<file path="src/rtl/bram_capture_ctrl.sv">
`default_nettype none
// ============================================================================
// Module      : bram_capture_ctrl
// Description : Trigger-driven capture sequencer for a BRAM sample store.
//               Arm latches the delay / length configuration, a rising edge
//               of trigger starts the delay phase, then write_enable is held
//               high for exactly num_samples consecutive cycles.
// Revision    : 1.0 - initial release
// ============================================================================
module bram_capture_ctrl #(
  parameter int CNT_W = 16
) (
  input  logic             clk,
  input  logic             rst_n,
  input  logic             arm_i,
  input  logic             trigger_i,
  input  logic             abort_i,
  input  logic             clear_i,
  input  logic [CNT_W-1:0] delay_cycles_i,
  input  logic [CNT_W-1:0] num_samples_i,
  output logic             write_enable_o,
  output logic             busy_o,
  output logic             done_o,
  output logic             aborted_o,
  output logic [CNT_W-1:0] sample_count_o,
  output logic [2:0]       state_o
);

  localparam logic [CNT_W-1:0] CNT_ZERO = '0;
  localparam logic [CNT_W-1:0] CNT_ONE  = {{(CNT_W-1){1'b0}}, 1'b1};

  typedef enum logic [2:0] {
    ST_IDLE    = 3'd0,
    ST_ARMED   = 3'd1,
    ST_DELAY   = 3'd2,
    ST_CAPTURE = 3'd3,
    ST_DONE    = 3'd4
  } state_e;

  state_e           state_q;
  logic             trig_q;
  logic [CNT_W-1:0] delay_lat_q;
  logic [CNT_W-1:0] nsamp_lat_q;
  logic [CNT_W-1:0] dly_cnt_q;
  logic [CNT_W-1:0] sample_count_q;
  logic             we_q;
  logic             busy_q;
  logic             done_q;
  logic             aborted_q;

  logic             trig_rise;
  logic             last_write;
  logic             delay_done;

  // Rising edge of the trigger level relative to the previous cycle.
  assign trig_rise  = trigger_i & ~trig_q;
  // The current write is the final one of the burst (only meaningful with
  // a non-zero latched length, which CAPTURE guarantees).
  assign last_write = (sample_count_q == (nsamp_lat_q - CNT_ONE));
  // The delay counter starts at 1 on DELAY entry, so equality marks the
  // last DELAY cycle.
  assign delay_done = (dly_cnt_q == delay_lat_q);

  // Trigger history register, updated every cycle regardless of state.
  always_ff @(posedge clk or negedge rst_n) begin
    if (!rst_n) begin
      trig_q <= 1'b0;
    end else begin
      trig_q <= trigger_i;
    end
  end

  // Capture sequencer with all status outputs registered alongside state.
  always_ff @(posedge clk or negedge rst_n) begin
    if (!rst_n) begin
      state_q        <= ST_IDLE;
      delay_lat_q    <= CNT_ZERO;
      nsamp_lat_q    <= CNT_ZERO;
      dly_cnt_q      <= CNT_ZERO;
      sample_count_q <= CNT_ZERO;
      we_q           <= 1'b0;
      busy_q         <= 1'b0;
      done_q         <= 1'b0;
      aborted_q      <= 1'b0;
    end else begin
      case (state_q)
        ST_IDLE, ST_DONE: begin
          // Arm beats clear when both arrive together in DONE.
          if (arm_i) begin
            delay_lat_q    <= delay_cycles_i;
            nsamp_lat_q    <= num_samples_i;
            sample_count_q <= CNT_ZERO;
            aborted_q      <= 1'b0;
            done_q         <= 1'b0;
            busy_q         <= 1'b1;
            state_q        <= ST_ARMED;
          end else if (clear_i && (state_q == ST_DONE)) begin
            done_q    <= 1'b0;
            aborted_q <= 1'b0;
            state_q   <= ST_IDLE;
          end
        end

        ST_ARMED: begin
          if (abort_i) begin
            busy_q    <= 1'b0;
            aborted_q <= 1'b1;
            state_q   <= ST_IDLE;
          end else if (trig_rise) begin
            if (nsamp_lat_q == CNT_ZERO) begin
              // Zero-length capture completes without any write cycle.
              busy_q  <= 1'b0;
              done_q  <= 1'b1;
              state_q <= ST_DONE;
            end else if (delay_lat_q == CNT_ZERO) begin
              we_q    <= 1'b1;
              state_q <= ST_CAPTURE;
            end else begin
              dly_cnt_q <= CNT_ONE;
              state_q   <= ST_DELAY;
            end
          end
        end

        ST_DELAY: begin
          if (abort_i) begin
            busy_q    <= 1'b0;
            aborted_q <= 1'b1;
            state_q   <= ST_IDLE;
          end else if (delay_done) begin
            we_q    <= 1'b1;
            state_q <= ST_CAPTURE;
          end else begin
            dly_cnt_q <= dly_cnt_q + CNT_ONE;
          end
        end

        ST_CAPTURE: begin
          // The write in this cycle has happened even if abort is raised,
          // so it is always counted.
          sample_count_q <= sample_count_q + CNT_ONE;
          if (abort_i) begin
            we_q      <= 1'b0;
            busy_q    <= 1'b0;
            aborted_q <= 1'b1;
            state_q   <= ST_IDLE;
          end else if (last_write) begin
            we_q    <= 1'b0;
            busy_q  <= 1'b0;
            done_q  <= 1'b1;
            state_q <= ST_DONE;
          end
        end

        default: begin
          we_q    <= 1'b0;
          busy_q  <= 1'b0;
          done_q  <= 1'b0;
          state_q <= ST_IDLE;
        end
      endcase
    end
  end

  assign write_enable_o = we_q;
  assign busy_o         = busy_q;
  assign done_o         = done_q;
  assign aborted_o      = aborted_q;
  assign sample_count_o = sample_count_q;
  assign state_o        = state_q;

endmodule
`default_nettype wire

</file>
<file path="config.mk">
export PLATFORM = sky130hd
export DESIGN_NAME = bram_capture_ctrl
export DESIGN_NICKNAME = d
export VERILOG_FILES = /design/src/rtl/bram_capture_ctrl.sv
export SDC_FILE = /design/constraint.sdc
export NUM_CORES = 1
export LEC_CHECK = 0
export CORE_MARGIN = 3
export CORE_UTILIZATION = 45
export CTS_BUF_LIST = sky130_fd_sc_hd__clkbuf_8
export DETAILED_ROUTE_END_ITERATION = 6
export PLACE_DENSITY_LB_ADDON = 0.15
export SLEW_MARGIN = 20
export SYNTH_ARGS = -nofsm -noshare
export SYNTH_HDL_FRONTEND = slang
export SYNTH_SLANG_ARGS = --single-unit
</file>
<file path="constraint.sdc">
create_clock -name clk -period 4.55 [get_ports clk]
set_clock_uncertainty 0.05 [all_clocks]
set_input_delay 0.91 -clock clk [delete_from_list [all_inputs] [get_ports clk]]
set_output_delay 0.91 -clock clk [all_outputs]
set_load 0.1 [all_outputs]
</file>
==> results.md <==
* Crit start category: flip-flop
* CP Max Fanout at 14
* Die W at approximately 100 um
* PwrDens at 532 nW/um^2
* Post-route ant nets at 0
* CP Capture Type: output pin
* Syn nets at 449
* Placer Congestion at 0.849
* Remaining global-route overflow at 0
* Syn_area_per_cell at 10.0 um^2
* Initial DRT Pass Iterations at 5
* EDFF count, synth at 0
* Slew Viols, Final at 0
* Placed Instances at between 500 and 600
* Final hold slack at 447 ps
* Fin area at 4910 um^2
* Initial antenna violation count at 0
* Largest net degree at the start of global routing at 46
* Min cycle time layout at 3100 ps
* # clock sinks at 72
* Setup TNS at 0 ps
* DR WL/cell at 16.0 um
* Fmax at 322 MHz
* DR DRC count at 0
* CTS root buf: clkbuf_8
* I/O Buffers at 60
* CP Buf/Inv Count at 1
* Met3 Track Usage GR at 0.0393
* Nets at 505
* Via/cell ratio at around 5.7
* 1st-iter DRT viols at 177
* CTS tree: yes
* Slew @ Worst Pin at 1040 ps
* Max-slew headroom at 0.304
* Initial Util at 0.465
* Worst endpoint required time at 3590 ps
* Most Crowded Layer GR: met2
* Reg-to-Reg Start: nsamp_lat_q[5]
* Cell Area, Placed at 4750 um^2
* Io pins at 61
* # hold bufs at CTS at 0
* Yosys cell types at 60
* Hold path start: aborted_o
* Area delta synth->final at 20.6%
* Placeable Area at 8760 um^2
* Worst vdd ir at 0.230 mV
* Die Y-Extent at 101 um
* Worst Setup SP: state_o[1]
* H-tree lvl count at 3
* Endpoints failing hold at 0
* Crit Path Category: flip-flop to output pin
* RSZ-0062 raised after global routing: false
* Ys Warns at 0
* Routed vias at between 3000 and 4000
* Util after Layout at 0.560
* # fillers at 781
* Num CTS Buffers at 9
* Met2 Use GR at 0.287
* # Post-CTS Setup Buffers at 0
* HPWL after detailed placement at 6.75 mm
* Vias in the first global route at 3143
* First-pass GRT wire length at 15.5 mm
* Final setup fails at 0
* Post-synthesis sequential area ratio at 0.442
* Total track usage at 0.189
* Data arrival, critical path at 2140 ps
* CP Cell Sequence: clkdlybuf4s50_1
* Worst Hold Class: flip-flop to flip-flop
* Crit share post-route at 0.682
* Post-CTS resize count at 0
* Post-Synthesis Cell Area at 4070 um^2
* Inserted Diodes at 0
* Finished Layout Cells at 574
* Die ar. at 10200 um^2
* #FFs+latches synth at 72
* P_leak at approximately 1.9 nW
* CP max-delay cell: clkdlybuf4s50_1
* Final WL at 9.19 mm
* Worst-path clk slew at around 70 ps
* Status: completed
* Layout cells sized above 1 at 0.135
* Post-synthesis async set-or-reset flop share at 1.00
* Met1 Usage GRT at 0.278
* Rows at 34
* Max clock buf depth at 2
* Max-cap violations at 0
* Largest stage delay, worst path at 1210 ps
* Main synth FF type: dfrtp_1
* Top delay family on crit path: buffers and inverters
* Mapped Cells at 407
* Worst-skew pair later-pin latency at between 300 and 400 ps
-- power by group --
group / internal [mW] / switching, mW / leakage [nW] / total, mW
combinational: 0.493 / 0.594 / 0.902 / 1.09
clock: 0.200 / 0.221 / 0.0918 / 0.421
sequential: 0.822 / 0.281 / 0.918 / 1.10
total: 1.52 / 1.10 / 1.91 / 2.61
-- cell type report --
class,count,area [um^2],area share
Tap cell,108,135,0.0275
Multi-Input combinational cell,309,2170,0.443
Sequential cell,72,1800,0.367
Clock inverter,4,16.3,0.00331
Inverter,9,33.8,0.00688
Timing Repair Buffer,62,613,0.125
Clock buffer,10,138,0.0280
-- per-layer routing --
layer  vias to the layer above  part of all wire
met2                        79              0.46
li1                       1610                 -
met3                         4             0.050
met5                         -                 0
met1                      1591              0.49
met4                         0            0.0039
-- cell families after synthesis --
| family | after synthesis | synth area share |
|---|---|---|
| compound gates | 91 | 0.146 |
| xor+xnor | 36 | 0.0774 |
| fa+ha+maj | 4 | 0.0123 |
| buf+inv | 26 | 0.0246 |
| flops | 72 | 0.442 |
| mux | 35 | 0.0959 |
| simple gates | 143 | 0.202 |
-- through the flow --
step | power (mW) | setup slack [ps]
2_1_floorplan | 1.93 | 1800
3_3_place_gp | 2.19 | 1590
3_5_place_dp | 2.21 | 1530
4_1_cts | 2.64 | 1440
5_1_grt | 2.80 | 1170
6_report | 2.61 | 1450
-- cells in the mapped netlist (4+ instances only) --
cell type / count / share of area
o31ai_1: 15 / 0.028
mux2_2: 32 / 0.088
o21ai_0: 34 / 0.042
clkbuf_1: 15 / 0.014
and4_1: 4 / 0.0086
ha_1: 4 / 0.012
nor2_1: 23 / 0.021
a21oi_1: 10 / 0.012
nand4_1: 15 / 0.023
nand3_1: 23 / 0.028
nand2b_1: 9 / 0.014
and3_1: 7 / 0.011
a31oi_1: 6 / 0.0092
nand2_1: 24 / 0.022
nor4_1: 8 / 0.012
nor2b_1: 5 / 0.0077
inv_1: 9 / 0.0083
dfrtp_1: 72 / 0.44
xnor2_1: 34 / 0.073
-- sequential cells by signal, indices dropped and copies added, names as in the netlist --
signal          count
aborted_o           1
busy_o              1
delay_lat_q        16
dly_cnt_q          16
done_o              1
nsamp_lat_q        16
sample_count_o     16
state_o             3
trig_q              1
write_enable_o      1
-- worst paths after layout --
check	end	slack (ps)	cells past startpoint
max	state_o[1]	1450	1
max reg2reg	dly_cnt_q[8]	1540	7
min in group asynchronous	busy_o	510	1
min reg2reg	aborted_o	450	1
min	aborted_o	450	1
max in group asynchronous	delay_lat_q[14]	3120	2
-- cells in the final DEF (no fill, tap or decap), types with 3 or more instances in the layout --
cell type / count
dfrtp_1: 72
clkdlybuf4s50_1: 59
xnor2_1: 34
o21ai_0: 34
mux2_2: 32
nor2_1: 23
nand3_1: 23
nand2_1: 23
nand4_1: 15
o31ai_1: 15
inv_1: 12
a21oi_1: 10
clkbuf_8: 10
nand2b_1: 9
nor4_1: 8
and3_1: 7
a31oi_1: 6
nor2b_1: 5
and4_1: 4
ha_1: 4
o21ai_1: 3
or2_2: 3
o211ai_1: 3
a22o_1: 3
mux2i_1: 3
buf_4: 3
Note: power is estimated with default switching activity, not from simulation.
